--- src/rtl/can_acf_multi_cu_if.sv ---
// Handshake and configuration bundle between the CAN RX synchroniser/FIFO side
// and the multi-filter acceptance control unit.
interface can_acf_multi_cu_if #(
    parameter int MSG_W    = 128,
    parameter int NUM_FILT = 4,
    parameter int CNT_W    = 8
);
    logic                    i_cu_syn_can_ready;
    logic [MSG_W-1:0]        i_cu_rx_message;
    logic                    i_cu_rx_full;
    logic [NUM_FILT-1:0]     i_cu_uaf;
    logic [30*NUM_FILT-1:0]  i_cu_afr_id;
    logic [30*NUM_FILT-1:0]  i_cu_afr_mask;
    logic                    i_cu_cnt_clr;
    logic                    o_cu_rx_w_en;
    logic [MSG_W-1:0]        o_cu_rx_fifo_w_data;
    logic                    o_cu_acfbsy;
    logic                    o_cu_match_valid;
    logic [3:0]              o_cu_match_idx;
    logic [CNT_W-1:0]        o_cu_drop_cnt;
    logic [CNT_W-1:0]        o_cu_rej_cnt;

    modport slave (
        input  i_cu_syn_can_ready, i_cu_rx_message, i_cu_rx_full, i_cu_uaf,
               i_cu_afr_id, i_cu_afr_mask, i_cu_cnt_clr,
        output o_cu_rx_w_en, o_cu_rx_fifo_w_data, o_cu_acfbsy, o_cu_match_valid,
               o_cu_match_idx, o_cu_drop_cnt, o_cu_rej_cnt
    );

    modport master (
        output i_cu_syn_can_ready, i_cu_rx_message, i_cu_rx_full, i_cu_uaf,
               i_cu_afr_id, i_cu_afr_mask, i_cu_cnt_clr,
        input  o_cu_rx_w_en, o_cu_rx_fifo_w_data, o_cu_acfbsy, o_cu_match_valid,
               o_cu_match_idx, o_cu_drop_cnt, o_cu_rej_cnt
    );
endinterface

--- src/rtl/can_acf_multi_cu.sv ---
// CAN RX acceptance filter control unit: NUM_FILT ID/mask filters with
// lowest-index priority, bypass, FIFO-full stalling and saturating counters.
module can_acf_multi_cu #(
    parameter int MSG_W    = 128,
    parameter int NUM_FILT = 4,
    parameter int ID_LSB   = 3,
    parameter int IDE_POS  = 2,
    parameter int CNT_W    = 8
) (
    input  logic               i_cu_sys_clk,
    input  logic               i_cu_reset,
    can_acf_multi_cu_if.slave  bus
);

    typedef enum logic [1:0] {
        ST_IDLE    = 2'd0,
        ST_COMPARE = 2'd1,
        ST_WRITE   = 2'd2
    } state_t;

    localparam logic [CNT_W-1:0] CNT_MAX = {CNT_W{1'b1}};

    state_t             state_r;
    logic [MSG_W-1:0]   msg_r;
    logic               match_flag_r;
    logic [3:0]         idx_r;
    logic               acfbsy_r;
    logic [CNT_W-1:0]   drop_cnt_r;
    logic [CNT_W-1:0]   rej_cnt_r;

    logic [29:0]         key_s;
    logic [NUM_FILT-1:0] hit_s;
    logic [3:0]          hit_idx_s;
    logic                any_hit_s;
    logic                bypass_s;
    logic                drop_inc_s;
    logic                rej_inc_s;
    logic                w_en_s;

    function automatic logic [CNT_W-1:0] sat_inc(input logic [CNT_W-1:0] v);
        return (v == CNT_MAX) ? v : v + CNT_W'(1);
    endfunction

    // Filter bank: scanning from the top down leaves the lowest hitting index.
    always_comb begin
        key_s     = {msg_r[IDE_POS], msg_r[ID_LSB+28:ID_LSB]};
        hit_s     = '0;
        hit_idx_s = 4'd0;
        for (int k = NUM_FILT - 1; k >= 0; k--) begin
            if (bus.i_cu_uaf[k] &&
                (((key_s ^ bus.i_cu_afr_id[30*k +: 30]) & bus.i_cu_afr_mask[30*k +: 30]) == 30'd0)) begin
                hit_s[k]  = 1'b1;
                hit_idx_s = 4'(k);
            end else begin
                hit_s[k]  = 1'b0;
            end
        end
        any_hit_s  = |hit_s;
        bypass_s   = (bus.i_cu_uaf == {NUM_FILT{1'b0}});
        drop_inc_s = bus.i_cu_syn_can_ready && (state_r != ST_IDLE);
        rej_inc_s  = (state_r == ST_COMPARE) && !bypass_s && !any_hit_s;
        w_en_s     = (state_r == ST_WRITE) && !bus.i_cu_rx_full;
    end

    // Control FSM; msg_r doubles as the FIFO write-data register.
    always_ff @(posedge i_cu_sys_clk) begin
        if (i_cu_reset) begin
            state_r      <= ST_IDLE;
            msg_r        <= '0;
            match_flag_r <= 1'b0;
            idx_r        <= 4'd0;
            acfbsy_r     <= 1'b0;
        end else begin
            case (state_r)
                ST_IDLE: begin
                    if (bus.i_cu_syn_can_ready) begin
                        msg_r    <= bus.i_cu_rx_message;
                        state_r  <= ST_COMPARE;
                        acfbsy_r <= 1'b1;
                    end else begin
                        acfbsy_r <= 1'b0;
                    end
                end
                ST_COMPARE: begin
                    if (bypass_s) begin
                        match_flag_r <= 1'b0;
                        idx_r        <= 4'd0;
                        state_r      <= ST_WRITE;
                    end else if (any_hit_s) begin
                        match_flag_r <= 1'b1;
                        idx_r        <= hit_idx_s;
                        state_r      <= ST_WRITE;
                    end else begin
                        state_r      <= ST_IDLE;
                        acfbsy_r     <= 1'b0;
                    end
                end
                ST_WRITE: begin
                    if (!bus.i_cu_rx_full) begin
                        state_r  <= ST_IDLE;
                        acfbsy_r <= 1'b0;
                    end else begin
                        state_r  <= ST_WRITE;
                    end
                end
                default: begin
                    state_r  <= ST_IDLE;
                    acfbsy_r <= 1'b0;
                end
            endcase
        end
    end

    // Drop/reject counters: reset beats clear, clear beats increment.
    always_ff @(posedge i_cu_sys_clk) begin
        if (i_cu_reset) begin
            drop_cnt_r <= '0;
            rej_cnt_r  <= '0;
        end else if (bus.i_cu_cnt_clr) begin
            drop_cnt_r <= '0;
            rej_cnt_r  <= '0;
        end else begin
            if (drop_inc_s) begin
                drop_cnt_r <= sat_inc(drop_cnt_r);
            end else begin
                drop_cnt_r <= drop_cnt_r;
            end
            if (rej_inc_s) begin
                rej_cnt_r <= sat_inc(rej_cnt_r);
            end else begin
                rej_cnt_r <= rej_cnt_r;
            end
        end
    end

    // The write strobe follows the live full flag so a stall releases in the same cycle.
    assign bus.o_cu_rx_w_en        = w_en_s;
    assign bus.o_cu_match_valid    = w_en_s && match_flag_r;
    assign bus.o_cu_match_idx      = (w_en_s && match_flag_r) ? idx_r : 4'd0;
    assign bus.o_cu_rx_fifo_w_data = msg_r;
    assign bus.o_cu_acfbsy         = acfbsy_r;
    assign bus.o_cu_drop_cnt       = drop_cnt_r;
    assign bus.o_cu_rej_cnt        = rej_cnt_r;

endmodule

--- src/flat_wrapper.sv ---
// flat-port wrapper written by rule: the top's interface ports become plain ports
module can_acf_multi_cu_flat 
#(
    parameter int MSG_W    = 128,
    parameter int NUM_FILT = 4,
    parameter int ID_LSB   = 3,
    parameter int IDE_POS  = 2,
    parameter int CNT_W    = 8
)
  (i_cu_sys_clk, i_cu_reset, bus_i_cu_syn_can_ready, bus_i_cu_rx_message, bus_i_cu_rx_full, bus_i_cu_uaf, bus_i_cu_afr_id, bus_i_cu_afr_mask, bus_i_cu_cnt_clr, bus_o_cu_rx_w_en, bus_o_cu_rx_fifo_w_data, bus_o_cu_acfbsy, bus_o_cu_match_valid, bus_o_cu_match_idx, bus_o_cu_drop_cnt, bus_o_cu_rej_cnt);
  can_acf_multi_cu_if #(.MSG_W(MSG_W), .NUM_FILT(NUM_FILT), .CNT_W(CNT_W)) bus_i ();
  input  logic i_cu_sys_clk;
  input  logic i_cu_reset;
  input wire logic [$bits(bus_i.i_cu_syn_can_ready)-1:0] bus_i_cu_syn_can_ready;
  input wire logic [$bits(bus_i.i_cu_rx_message)-1:0] bus_i_cu_rx_message;
  input wire logic [$bits(bus_i.i_cu_rx_full)-1:0] bus_i_cu_rx_full;
  input wire logic [$bits(bus_i.i_cu_uaf)-1:0] bus_i_cu_uaf;
  input wire logic [$bits(bus_i.i_cu_afr_id)-1:0] bus_i_cu_afr_id;
  input wire logic [$bits(bus_i.i_cu_afr_mask)-1:0] bus_i_cu_afr_mask;
  input wire logic [$bits(bus_i.i_cu_cnt_clr)-1:0] bus_i_cu_cnt_clr;
  output wire logic [$bits(bus_i.o_cu_rx_w_en)-1:0] bus_o_cu_rx_w_en;
  output wire logic [$bits(bus_i.o_cu_rx_fifo_w_data)-1:0] bus_o_cu_rx_fifo_w_data;
  output wire logic [$bits(bus_i.o_cu_acfbsy)-1:0] bus_o_cu_acfbsy;
  output wire logic [$bits(bus_i.o_cu_match_valid)-1:0] bus_o_cu_match_valid;
  output wire logic [$bits(bus_i.o_cu_match_idx)-1:0] bus_o_cu_match_idx;
  output wire logic [$bits(bus_i.o_cu_drop_cnt)-1:0] bus_o_cu_drop_cnt;
  output wire logic [$bits(bus_i.o_cu_rej_cnt)-1:0] bus_o_cu_rej_cnt;
  assign bus_i.i_cu_syn_can_ready = bus_i_cu_syn_can_ready;
  assign bus_i.i_cu_rx_message = bus_i_cu_rx_message;
  assign bus_i.i_cu_rx_full = bus_i_cu_rx_full;
  assign bus_i.i_cu_uaf = bus_i_cu_uaf;
  assign bus_i.i_cu_afr_id = bus_i_cu_afr_id;
  assign bus_i.i_cu_afr_mask = bus_i_cu_afr_mask;
  assign bus_i.i_cu_cnt_clr = bus_i_cu_cnt_clr;
  assign bus_o_cu_rx_w_en = bus_i.o_cu_rx_w_en;
  assign bus_o_cu_rx_fifo_w_data = bus_i.o_cu_rx_fifo_w_data;
  assign bus_o_cu_acfbsy = bus_i.o_cu_acfbsy;
  assign bus_o_cu_match_valid = bus_i.o_cu_match_valid;
  assign bus_o_cu_match_idx = bus_i.o_cu_match_idx;
  assign bus_o_cu_drop_cnt = bus_i.o_cu_drop_cnt;
  assign bus_o_cu_rej_cnt = bus_i.o_cu_rej_cnt;
  can_acf_multi_cu #(.MSG_W(MSG_W), .NUM_FILT(NUM_FILT), .ID_LSB(ID_LSB), .IDE_POS(IDE_POS), .CNT_W(CNT_W)) u_core (.i_cu_sys_clk(i_cu_sys_clk), .i_cu_reset(i_cu_reset), .bus(bus_i));
endmodule
--- config.mk ---
export PLATFORM = sky130hd
export DESIGN_NAME = can_acf_multi_cu_flat
export DESIGN_NICKNAME = d
export VERILOG_FILES = /design/src/rtl/can_acf_multi_cu_if.sv /design/src/rtl/can_acf_multi_cu.sv /design/src/flat_wrapper.sv
export SDC_FILE = /design/constraint.sdc
export NUM_CORES = 1
export LEC_CHECK = 0
export CAP_MARGIN = 25
export CELL_PAD_IN_SITES_DETAIL_PLACEMENT = 0
export CELL_PAD_IN_SITES_GLOBAL_PLACEMENT = 1
export CORE_AREA = 2 2 207 209
export DETAILED_ROUTE_END_ITERATION = 6
export DIE_AREA = 0 0 209 211
export DONT_BUFFER_PORTS = 1
export PLACE_DENSITY = 0.38
export SLEW_MARGIN = 5
export SYNTH_ARGS = -nofsm -noshare
export SYNTH_HDL_FRONTEND = slang
export SYNTH_SLANG_ARGS = --single-unit
--- constraint.sdc ---
create_clock -name i_cu_sys_clk -period 2.2 [get_ports i_cu_sys_clk]
set_clock_uncertainty 0.2 [all_clocks]
set_input_delay 0.44 -clock i_cu_sys_clk [delete_from_list [all_inputs] [get_ports i_cu_sys_clk]]
set_output_delay 0.44 -clock i_cu_sys_clk [all_outputs]
set_load 0.05 [all_outputs]
Word-level counts from Yosys, hierarchy flattened

Index checks and enable logic that the tools add are counted.

Register bits: 152
Input port bits: 377
Word-level logic and storage cells: 77
Output and inout port bits: 151

Reduce and logical (&&, ||, !) cells: 27
Bitwise logic cells: 10
Add/sub/neg operators: 2
Eq/ne operators: 8
Mux-type cells: 23

Operators with widths:

| cell                                          | number |
|---|---|
| bitwise AND 30 bit                            | 4 |
| logical NOT 30 bit                            | 4 |
| bitwise XOR 30 bit                            | 4 |
| adder 8 x 1 -> 8 bit, second input constant   | 2 |
| == test 8 bit, second input constant          | 2 |
| 2-to-1 mux 2 bit                              | 8 |
| 2-to-1 mux 4 bit                              | 3 |
| 2-to-1 mux 1 bit                              | 10 |
| logical AND 1 bit                             | 9 |
| inequality test 2 bit, second input constant  | 4 |
| AND reduction 2 bit                           | 4 |
| one-hot mux 2 bit (3 select lines)            | 1 |
| logical NOT 4 bit                             | 1 |
| nonzero test 2 bit                            | 2 |
| OR reduction 4 bit                            | 1 |
| logical NOT 1 bit                             | 3 |
| one-hot mux 1 bit (3 select lines)            | 1 |
| AND reduction 3 bit                           | 1 |
| == test 2 x 1 -> 1 bit, second input constant | 1 |
| == test 2 bit, second input constant          | 1 |
| logical NOT 2 bit                             | 1 |
| inverter 1 bit                                | 2 |
| OR reduction 2 bit                            | 1 |

Longest topological paths before layout

Gate-level depths: netlist (run 1).

Word-level depth: 10
Mapped depth: 9
Gate-level depth less buffers: 8

Worst setup path before layout (run 1)

Ideal clock, no wire load.

Path kind: input to output
From: input port bus_i_cu_rx_full
To: output port bus_o_cu_match_idx[0]
Data arrival time: 2.308 ns
Cell stages on the path: 2
Path slack: -0.748 ns
Cells stage by stage: nor3b_1 and3_1

Word-level cells in the longest chain between the ends: 4

RTL lines:

| element           | RTL line                | text |
|---|---|---|
| from (decl)       | flat_wrapper.sv:16      | `input wire logic [$bits(bus_i.i_cu_rx_full)-1:0] bus_i_cu_rx_full;` |
| logical NOT 1 bit | can_acf_multi_cu.sv:62  | `w_en_s = (state_r == ST_WRITE) && !bus.i_cu_rx_full;` |
| logical AND 1 bit | can_acf_multi_cu.sv:62  |  |
| logical AND 1 bit | can_acf_multi_cu.sv:139 | `assign bus.o_cu_match_idx = (w_en_s && match_flag_r) ? idx_r : 4'd0;` |
| 2-to-1 mux 4 bit  | can_acf_multi_cu.sv:139 |  |
| to (decl)         | flat_wrapper.sv:25      | `output wire logic [$bits(bus_i.o_cu_match_idx)-1:0] bus_o_cu_match_idx;` |

No other way between the ends.

Worst setup path after layout (run 1)

From: register u_core.msg_r[2] (netlist: u_core.bus.o_cu_rx_fifo_w_data[2])
To: register u_core.state_r[1]

Word-level cells in the longest chain between the ends: 9
Elaborated cells on any way between the ends: 24

RTL lines:

| element                              | RTL line               | text |
|---|---|---|
| from (decl)                          | can_acf_multi_cu.sv:24 | `logic [MSG_W-1:0] msg_r;` |
| from (signal assigned)               | can_acf_multi_cu.sv:77 | `msg_r <= bus.i_cu_rx_message;` |
| bitwise XOR 30 bit                   | can_acf_multi_cu.sv:51 | `(((key_s ^ bus.i_cu_afr_id[30*k +: 30]) & bus.i_cu_afr_mask[30*k +: 30]) == 30'd0)) begin` |
| bitwise AND 30 bit                   | can_acf_multi_cu.sv:51 |  |
| logical NOT 30 bit                   | can_acf_multi_cu.sv:51 |  |
| logical AND 1 bit                    | can_acf_multi_cu.sv:50 | `if (bus.i_cu_uaf[k] &&` |
| 2-to-1 mux 1 bit                     | can_acf_multi_cu.sv:50 |  |
| OR reduction 4 bit *                 | can_acf_multi_cu.sv:58 | `any_hit_s = \|hit_s;` |
| 2-to-1 mux 2 bit *                   | can_acf_multi_cu.sv:89 | `end else if (any_hit_s) begin` |
| 2-to-1 mux 2 bit *                   | can_acf_multi_cu.sv:85 | `if (bypass_s) begin` |
| one-hot mux 2 bit (3 select lines) * | can_acf_multi_cu.sv:74 | `case (state_r)` |
| to (signal assigned)                 | can_acf_multi_cu.sv:78 | `state_r <= ST_COMPARE;` |
| to (signal assigned)                 | can_acf_multi_cu.sv:88 | `state_r <= ST_WRITE;` |
| to (signal assigned)                 | can_acf_multi_cu.sv:92 | `state_r <= ST_WRITE;` |
| to (decl)                            | can_acf_multi_cu.sv:23 | `state_t state_r;` |

Every way passes the cells marked *; elsewhere a longest branch is shown, timed or not.
A chain may end at the register's enable or synchronous reset.

==> summary.md, run 1 <==
| Metric | Value |
|---|---|
| Outcome | complete, but fails checks |
| Violated checks | hold timing, setup timing |
| Clk Tree Root Cell | clkbuf_16 |
| Hold/Removal Path Class | input port to register |
| Grt ovf | 0 |
| Relative slew slack | 0.560 |
| Vias in the first global route | 6959 |
| Die width | 209 microns |
| I/O pins | about 530 |
| Setup WS post-layout | -199 ps |
| H-tree depth | 4 |
| DPL Wire Length | about 27 mm |
| Arrival @ worst endpoint | about 2600 ps |
| Drt total wl | roughly 36 mm |
| Worst-Margin Slew | between 600 and 700 ps |
| Flops & latches, synth | 150 |
| LEAKAGE | ~0.0042 uW |
| Count of cell types in the netlist | 42 |
| Worst Path Required | about 2400 ps |
| Max-cap violations | 0 |
| Largest net degree at the start of global routing | ~140 |
| CP max FO | 6 |
| Fin Setup TNS | -2120 ps |
| Crit Path Class | register to register |
| RSZ-0062 raised after global routing | true |
| Starting Density | 0.175 |
| Pwr Density | ~750 mW/mm^2 |
| Fin Hold WS | -85.7 ps |
| Fmax | roughly 0.42 GHz |
| Worst vdd ir | 0.520 mV |
| Clock-pin slew on the worst setup and hold paths | 70 ps |
| Worst-Skew Late Latency | ~430 ps |
| Post-place instance area | about 0.0086 sq mm |
| Min Tclk post-route | between 2000 and 2500 ps |
| CP max-delay cell | dfxtp_4 |
| Die area | about 0.044 sq mm |
| DR iter-0 viols | approximately 330 |
| Iteration count of the initial detailed-routing pass | 4 |
| Final Slew Violations | 0 |
| Largest stage delay, worst path | between 300 and 400 ps |
| Crit. End Element | register |
| Final Cycle Share | 1.09 |
| Final net count | approximately 1400 |
| CP startpoint kind | register |
| Layout cells sized above 1 | 0.188 |
| Overall Power | between 7000 and 8000 uW |
| Clock Path Buffers | 2 |
| Site Rows | between 70 and 80 |
| Total CTS buffers | 17 |
| Yosys warns | 0 |
| First-pass GRT wire length | 49.7 mm |
| Cell count after synthesis | ~900 |
| Core area | 0.0418 sq mm |
| Placer Congestion | ~0.84 |
| Crit-path cells | buf_6 -> xor2_1 -> a222oi_1 -> nand3_2 -> nor4_4 -> buf_12 -> or2_4 -> nor2b_2 -> a221oi_2 |
| R2R setup slack | -200 ps |
| GRT Util Overall | 0.157 |
| Post-synthesis sequential area ratio | 0.411 |
| DRC | 0 |
| Antenna Nets Post-Route | 0 |
| Syn avg cell area | just under 8 sq um |
| DR vias | ~6900 |
| Wire length per cell | around 22 microns |
| Post-Syn Area | 0.00730 sq mm |
| Post-route design area | between 0.01 and 0.015 sq mm |
| DR vias/cell | between 4 and 5 |
| Final Hold Viols | 104 |
| Most frequent cells in the layout | nand2_1 (269), a21oi_1 (133), xor2_1 (123) |
| Commonest non-fill, non-tap cell in the layout | nand2_1 |
| CTS tree | yes |
| Sink Count | 150 |
| Final core occ | 0.245 |
| Initial antenna violation count | 2 |
| # setup viols final | 13 |
| Area growth from synthesis to layout | 40.3% |
| Number of port buffers | 0 |
| Chip height | between 200 and 250 microns |
[flip-flops by register name (all words and copies together), names as in the netlist]
name,flops
u_core.bus.o_cu_acfbsy,1
u_core.bus.o_cu_drop_cnt,8
u_core.bus.o_cu_rej_cnt,8
u_core.bus.o_cu_rx_fifo_w_data,128
u_core.idx_r,2
u_core.match_flag_r,1
u_core.state_r,2
[power breakdown]
group	switching, uW	internal (uW)	leakage, uW
registers	540	2860	0.00125
clock network	1330	1850	0.000308
logic	627	500	0.00265
total	2500	5210	0.00420
[worst paths after layout]
kind	depth (start not counted)	start	endpoint
setup / recovery	9	u_core.bus.o_cu_rx_fifo_w_data[2]	u_core.state_r[1]
hold reg to reg	2	u_core.bus.o_cu_rx_fifo_w_data[16]	u_core.bus.o_cu_rx_fifo_w_data[16]
setup reg to reg	9	u_core.bus.o_cu_rx_fifo_w_data[2]	u_core.state_r[1]
hold / removal	1	i_cu_reset	u_core.bus.o_cu_rx_fifo_w_data[9]
[through the flow]
step	instances	setup slack, ps
after global routing	1598	-291
after floorplan	924	-13.9
after CTS	1556	-256
final	1599	-199
after detailed placement	1476	-514
after global placement	1476	-436
[worst max-delay path: cells and delay by family, from the launching register on]
kind            cells  cell delay, ps
compound gates      2             560
flops               1             370
simple gates        4             760
buf+inv             2             280
xor+xnor            1             130
[synth_stat cells (all sizes together)]
| master | instances | area [sq um] |
|---|---|---|
| nand2 | 270 | 1010 |
| dfxtp | 150 | 3000 |
| a21oi | 136 | 681 |
| xor2 | 126 | 1100 |
| a22oi | 52 | 390 |
| clkbuf | 41 | 154 |
| buf | 36 | 196 |
| nor2 | 22 | 82.6 |
| nand4 | 19 | 119 |
| nand3 | 8 | 40.0 |
| and3 | 6 | 37.5 |
| nor3 | 6 | 35.0 |
| nor4 | 6 | 97.6 |
| a31o | 5 | 43.8 |
| a21boi | 4 | 30.0 |
| a222oi | 4 | 40.0 |
| and2 | 3 | 18.8 |
| inv | 3 | 11.3 |
| mux2i | 3 | 30.0 |
| nor2b | 3 | 18.8 |
| ha | 2 | 25.0 |
| nand2b | 2 | 12.5 |
| o21ai | 2 | 10.0 |
| or2 | 2 | 12.5 |
| or3 | 2 | 12.5 |
| a211o | 1 | 8.76 |
| a211oi | 1 | 12.5 |
| a21o | 1 | 7.51 |
| a221oi | 1 | 15.0 |
| a31oi | 1 | 6.26 |
| conb | 1 | 3.75 |
| nand3b | 1 | 7.51 |
| nor3b | 1 | 7.51 |
| o22ai | 1 | 6.26 |
| xnor2 | 1 | 8.76 |
[area by class of cell]
cell class / count / area (sq um)
inverters: 3 / 11.3
well taps: 539 / 674
repair buffers: 178 / 1740
clock inverters: 11 / 134
fillers: 4643 / 31500
clock buffers: 21 / 492
flip-flops and latches: 150 / 3070
diodes: 2 / 5.00
multi-input cells: 695 / 4110
[timing repair]
action / CTS / global route
buffers inserted: 11 / 4
cloned: 1 / 0
hold buffers: 39 / 37
setup endpoints to repair: 13 / 32
pin swaps: 24 / 24
resized for setup: 20 / 20
hold endpoints to repair: 136 / 116
[metal layers]
metal	routed length (microns)	track usage	share of wire
met5	10	0	0.00028
met4	754	0.0525	0.021
met3	2950	0.0596	0.082
met2	17800	0.270	0.50
met1	14300	0.179	0.40
[cell families (layout without fill, tap and decap cells)]
group,Yosys count,in the layout,share of synthesized area
simple gates,351,352,0.208
xor+xnor,127,127,0.152
flops,150,150,0.411
buf+inv,80,213,0.0495
fa+ha+maj,2,2,0.00343
compound gates,209,209,0.171
other cells,1,4,0.000514
mux,3,3,0.00411
Power figures use the tool's default switching activity.
==> run 2: changes to the inputs <==
RECOVER_POWER = 100   (was not set)
TNS_END_PERCENT = 100   (was not set)
==> run 2 against run 1 <==
Effect of this change: the flow still finishes with violations (hold timing, setup timing); core utilization down 0.35 points; critical path depth unchanged; flip-flop and latch count unchanged; cell count unchanged; combinational power about the same; highest routed layer unchanged; total power down 0.41%.
==> summary.md, run 2 (synthesized netlist as in run 1, its figures left out) <==
| Metric | Value |
|---|---|
| Site Rows | 75 (unchanged) |
| Final Cycle Share | 1.09 (-0.00168) |
| Max reg flops | 128 (unchanged) |
| RSZ-0062 raised after global routing | true |
| Total CTS buffers | 17 (unchanged) |
| Iteration count of the initial detailed-routing pass | 4 (unchanged) |
| Crit Reg-Reg Endpoint | u_core.state_r[1] |
| Int Power | 5180 uW (-0.49%) |
| Portion of total power attributed to the clock network | 0.414 (about the same) |
| Largest net degree at the start of global routing | 139 (unchanged) |
| Chip height | 211 microns (unchanged) |
| Wire length per cell | 22.4 microns (-0.13%) |
| DPL Wire Length | 27.1 mm (unchanged) |
| Relative slew slack | 0.528 (-0.0318) |
| Placer Congestion | 0.842 (unchanged) |
| Most Crowded Layer GR | met2 |
| Max-cap violations | 0 (unchanged) |
| Final Hold Viols | 103 (-0.96%) |
| DR vias/cell | 4.32 (+0.10%) |
| Hold/Removal Path Class | input port to register |
| Sink Count | 150 (unchanged) |
| DRC | 0 (unchanged) |
| Vias in the first global route | 6959 (unchanged) |
| Fmax | 0.417 GHz (+0.15%) |
| Final net count | 1424 (unchanged) |
| CTS tree | yes |
| I/O pins | 528 (unchanged) |
| Violated checks | hold timing, setup timing |
| CP max FO | 6 (unchanged) |
| Die area | 0.0441 sq mm (unchanged) |
| CP startpoint kind | register |
| Hold-critical path depth | 1 (unchanged) |
| Clk Tree Root Cell | clkbuf_16 |
| Pwr Density | 761 mW/mm^2 (+1.1%) |
| Crit Path Class | register to register |
| Core area | 0.0418 sq mm (unchanged) |
| DR vias | 6911 (+0.10%) |
| Crit. End Element | register |
| Area growth from synthesis to layout | 38.2% |
| Starting Density | 0.175 (unchanged) |
| Post-place instance area | 0.00856 sq mm (unchanged) |
| Min Tclk post-route | 2400 ps (-3.70 ps) |
| # fillers | 4672 (+0.62%) |
| Worst slack, placed | -514 ps (unchanged) |
| Most frequent cells in the layout | nand2_1 (269), a21oi_1 (133), xor2_1 (123) |
| Setup WS post-layout | -196 ps (+3.70 ps) |
| Final Slew Violations | 0 (unchanged) |
| Grt ovf | 0 (unchanged) |
| Area of the multi-input gates | 0.00410 sq mm (-0.18%) |
| Clock Path Buffers | 2 (unchanged) |
| Initial antenna violation count | 2 (unchanged) |
| Overall Power | 7680 uW (-0.41%) |
| Outcome | complete, but fails checks |
| Net Sw Power | 2490 uW (-0.22%) |
| Met1 usage | 0.179 (unchanged) |
| Met3 GRT Util | 0.0596 (unchanged) |
| Clock-pin slew on the worst setup and hold paths | 70 ps (about the same) |
| GRT Util Overall | 0.157 (unchanged) |
| Reg area | 0.00307 sq mm (about the same) |
| Sw Ratio | 0.325 (+0.000587) |
| Worst vdd ir | 0.520 mV (about the same) |
| Worst-Skew Late Latency | 430 ps (about the same) |
| Layout cells sized above 1 | 0.169 (-0.0189) |
| First-pass GRT wire length | 49.7 mm (unchanged) |
| R2r startpoint | u_core.bus.o_cu_rx_fifo_w_data[2] |
| R2R setup slack | -200 ps (about the same) |
| Hold EP | u_core.bus.o_cu_rx_fifo_w_data[9] |
| Post-route design area | 0.0101 sq mm (-1.4%) |
| Met2 Track Usage GR | 0.270 (unchanged) |
| Worst-Margin Slew | 708 ps (+52.8 ps) |
| Comb power frac | 0.143 (-0.003) |
| H-tree depth | 4 (unchanged) |
| Number of port buffers | 0 (unchanged) |
| Min-Delay Startpoint | i_cu_reset |
| Commonest non-fill, non-tap cell in the layout | nand2_1 |
| Antenna Nets Post-Route | 0 (unchanged) |
| Arrival @ worst endpoint | 2550 ps (about the same) |
| Die width | 209 microns (unchanged) |
| Seq pwr share | 0.442 (about the same) |
| Worst Path Required | 2350 ps (about the same) |
| Fin Hold WS | -86.5 ps (-0.821 ps) |
| DR iter-0 viols | 321 (-3.0%) |
| Worst r2r path cells | 9 (unchanged) |
| LEAKAGE | 0.00410 uW (-2.5%) |
| Drt total wl | 35.8 mm (-0.13%) |
| # setup viols final | 15 (+2) |
run 2: power groups by stage:
stage,Sequential (uW),Combinational (uW),Clock [uW]
floorplan,3470,628,0
global placement,3470,988,0
detailed placement,3470,993,0
CTS,3400,1070,3330
global route,3410,1210,3430
finish,3390,1100,3180
run 2: area by class of cell:
class                      instances  share of cell area
antenna                            2            0.000496
sequential                       150               0.304
inverter                           3             0.00112
timing repair buffer             178               0.159
clock buffer                      21              0.0487
clock inverter                    11              0.0133
multi-input combinational        695               0.406
tap                              539              0.0668
run 2: worst max path at each step:
stage,to,startpoint,cells after the start,slack (ps)
floorplan,u_core.state_r[1],u_core.bus.o_cu_rx_fifo_w_data[17],8,-10
global placement,u_core.bus.o_cu_rej_cnt[6],bus_i_cu_afr_id[44],7,-440
detailed placement,u_core.bus.o_cu_rej_cnt[6],bus_i_cu_afr_id[44],7,-510
CTS,u_core.bus.o_cu_rej_cnt[0],u_core.bus.o_cu_rx_fifo_w_data[9],9,-260
global route,u_core.state_r[1],u_core.bus.o_cu_rx_fifo_w_data[2],9,-290
finish,u_core.state_r[1],u_core.bus.o_cu_rx_fifo_w_data[2],9,-200
run 2: critical path, stage by stage (launching register included):
cell and delay (ps):
dfxtp_4 370, buf_6 120, xor2_1 130, a222oi_1 350, nand3_2 220, nor4_4 340, buf_12 160, or2_4 150
nor2b_2 50, a221oi_2 210
run 2: metrics by stage:
| stage | util | instances | TNS, ps |
|---|---|---|---|
| finish | 0.242 | 1599 | -2190 |
| global route | 0.242 | 1598 | -5400 |
| CTS | 0.234 | 1556 | -2850 |
| detailed placement | 0.205 | 1476 | -5630 |
| global placement | 0.205 | 1476 | -4890 |
| floorplan | - | 924 | -13.9 |
run 2: repair_timing:
item,in CTS,in global routing
hold endpoints to repair,136,116
setup buffers,11,4
endpoints found under the setup margin,13,32
resized for setup,20,20
hold buffers,39,37
gates cloned,1,0
pin swaps,24,24
run 2: per-layer routing:
| layer | wire length (microns) | share of wire |
|---|---|---|
| met1 | 14300 | 0.40 |
| met2 | 17700 | 0.49 |
| met3 | 2930 | 0.082 |
| met4 | 837 | 0.023 |
| met5 | 13 | 0.00036 |
==> run 3: changes to the inputs <==
CTS_CLUSTER_SIZE = 12   (was not set)
GPL_TIMING_DRIVEN = 0   (was not set)
SLEW_MARGIN = not set   (was 5)
==> run 3 against run 2 <==
Effect of this change: the run ends with setup timing left; non-clock buffer count up 48; design area up 3.9%; worst setup slack worse by 310 ps; highest routed layer unchanged.
==> summary.md, run 3 (synthesized netlist as in run 1, its figures left out) <==
| Metric | Value |
|---|---|
| I/O pins | 528 (unchanged) |
| Crit. End Element | register |
| LEAKAGE | 0.00419 uW (+2.1%) |
| Wire length per cell | 22.6 microns (+0.83%) |
| Worst-Skew Late Latency | 440 ps (about the same) |
| DR iter-0 viols | 317 (-1.2%) |
| Outcome | complete, but fails checks |
| H-tree depth | 4 (unchanged) |
| Worst Path Required | 2370 ps (+20 ps) |
| Final Cycle Share | 1.23 (+0.142) |
| # setup viols final | 19 (+4) |
| Fmax | 0.369 GHz (-12%) |
| Final core occ | 0.251 (+0.00953) |
| Initial antenna violation count | 6 (+4) |
| Worst vdd ir | 0.584 mV (+12%) |
| Max-cap violations | 0 (unchanged) |
| GRT Util Overall | 0.163 (+0.00647) |
| Final Slew Violations | 0 (unchanged) |
| Chip height | 211 microns (unchanged) |
| Clk Tree Root Cell | clkbuf_16 |
| Clock-pin slew on the worst setup and hold paths | 60 ps (about the same) |
| DR vias | 7200 (+4.2%) |
| DRC | 0 (unchanged) |
| Violated checks | setup timing |
| Largest net degree at the start of global routing | 17 (-88%) |
| Final Hold Viols | 0 (-100%) |
| Crit Path Class | register to register |
| Die width | 209 microns (unchanged) |
| Total CTS buffers | 17 (unchanged) |
| Antenna Nets Post-Route | 0 (unchanged) |
| CP startpoint kind | register |
| Min Tclk post-route | 2710 ps (+313 ps) |
| Area growth from synthesis to layout | 43.7% |
| Fin Hold WS | 57.7 ps (+144 ps) |
| Pwr Density | 719 mW/mm^2 (-5.5%) |
| Grt ovf | 0 (unchanged) |
| Overall Power | 7540 uW (-1.8%) |
| Commonest non-fill, non-tap cell in the layout | nand2_1 |
| Clock Path Buffers | 2 (unchanged) |
| Iteration count of the initial detailed-routing pass | 5 (+1) |
| Core area | 0.0418 sq mm (unchanged) |
| DR vias/cell | 4.37 (+1.0%) |
| Die area | 0.0441 sq mm (unchanged) |
| Sink Count | 150 (unchanged) |
| Final net count | 1472 (+3.4%) |
| Layout cells sized above 1 | 0.163 (-0.00644) |
| Relative slew slack | 0.508 (-0.0197) |
| First-pass GRT wire length | 52.1 mm (+4.8%) |
| Arrival @ worst endpoint | 2880 ps (+330 ps) |
| Starting Density | 0.175 (unchanged) |
| Placer Congestion | 0.850 (+0.94%) |
| CTS tree | yes |
| Max reg flops | 128 (unchanged) |
| CP max FO | 8 (+2) |
| Drt total wl | 37.2 mm (+4.0%) |
| Setup WS post-layout | -509 ps (-313 ps) |
| Worst slack, placed | -1150 ps (-631 ps) |
| Vias in the first global route | 7532 (+8.2%) |
| Number of port buffers | 0 (unchanged) |
| Site Rows | 75 (unchanged) |
| DPL Wire Length | 30.0 mm (+11%) |
| RSZ-0062 raised after global routing | true |
| Hold/Removal Path Class | input port to register |
| Fin Setup TNS | -6520 ps (-4330 ps) |
| Worst-Margin Slew | 737 ps (+29.5 ps) |
| Most frequent cells in the layout | nand2_1 (270), a21oi_1 (130), dlygate4sd3_1 (128) |
run 3: changes by cell type in the layout (fill, tap and decap cells not counted), moves of 8 or more:
cell / before / now
buf_2: 0 / 8
buf_12: 14 / 1
buf_6: 9 / 20
dfxtp_2: 17 / 4
dlygate4sd3_1: 76 / 128
dfxtp_4: 13 / 28
buf_4: 35 / 21
run 3: final timing paths:
check / start / end / slack (ps) / cells after the start
worst max register to register: u_core.bus.o_cu_rx_fifo_w_data[5] / u_core.bus.o_cu_rej_cnt[7] / -510 / 10
worst min-delay path: bus_i_cu_rx_full / u_core.state_r[1] / 60 / 2
worst max-delay path: u_core.bus.o_cu_rx_fifo_w_data[5] / u_core.bus.o_cu_rej_cnt[7] / -510 / 10
worst min register to register: u_core.idx_r[1] / u_core.idx_r[1] / 340 / 2
run 3: routing by layer:
metal  global-route usage  routed length (microns)
met5                    0                       11
met3               0.0562                     2920
met1                0.185                    14700
met2                0.285                    18500
met4               0.0574                     1110
run 3: through the flow:
stage / std cells / cell area, sq um
after floorplan: 924 / 7400
after global placement: 1463 / 8070
after detailed placement: 1463 / 8070
after CTS: 1639 / 10300
after global routing: 1648 / 10500
final: 1649 / 10500
run 3: area by class of cell:
class	count	area [sq um]
Antenna cell	4	10.0
Buffer	77	497
Clock buffer	19	433
Clock inverter	13	130
Fill cell	4617	31300
Inverter	3	11.3
Multi-Input combinational cell	695	4150
Sequential cell	150	3110
Tap cell	539	674
Timing Repair Buffer	149	1470
run 3: worst max-delay path: stages, from the launching register on:
cell and delay (ps):
dfxtp_4 410, buf_6 170, xor2_2 210, a22oi_2 230, nand4_1 320, nor4_4 370
buf_6 170, nor4_4 40, buf_6 160, a31o_1 220, a21oi_2 120
run 3: power breakdown:
part / switching, uW / leakage [uW] / total [uW] / internal, uW
clock network: 1250 / 0.000275 / 2920 / 1660
logic: 644 / 0.00266 / 1160 / 520
registers: 608 / 0.00125 / 3460 / 2850
run 3: repair_timing:
action                                 4_1_cts  5_1_grt
pin swaps                                   28       20
resized for setup                           92       70
buffers inserted                            14        5
setup endpoints to repair                  122       94
hold buffers                               128        0
endpoints found under the hold margin      129        0
cloned                                       2        0
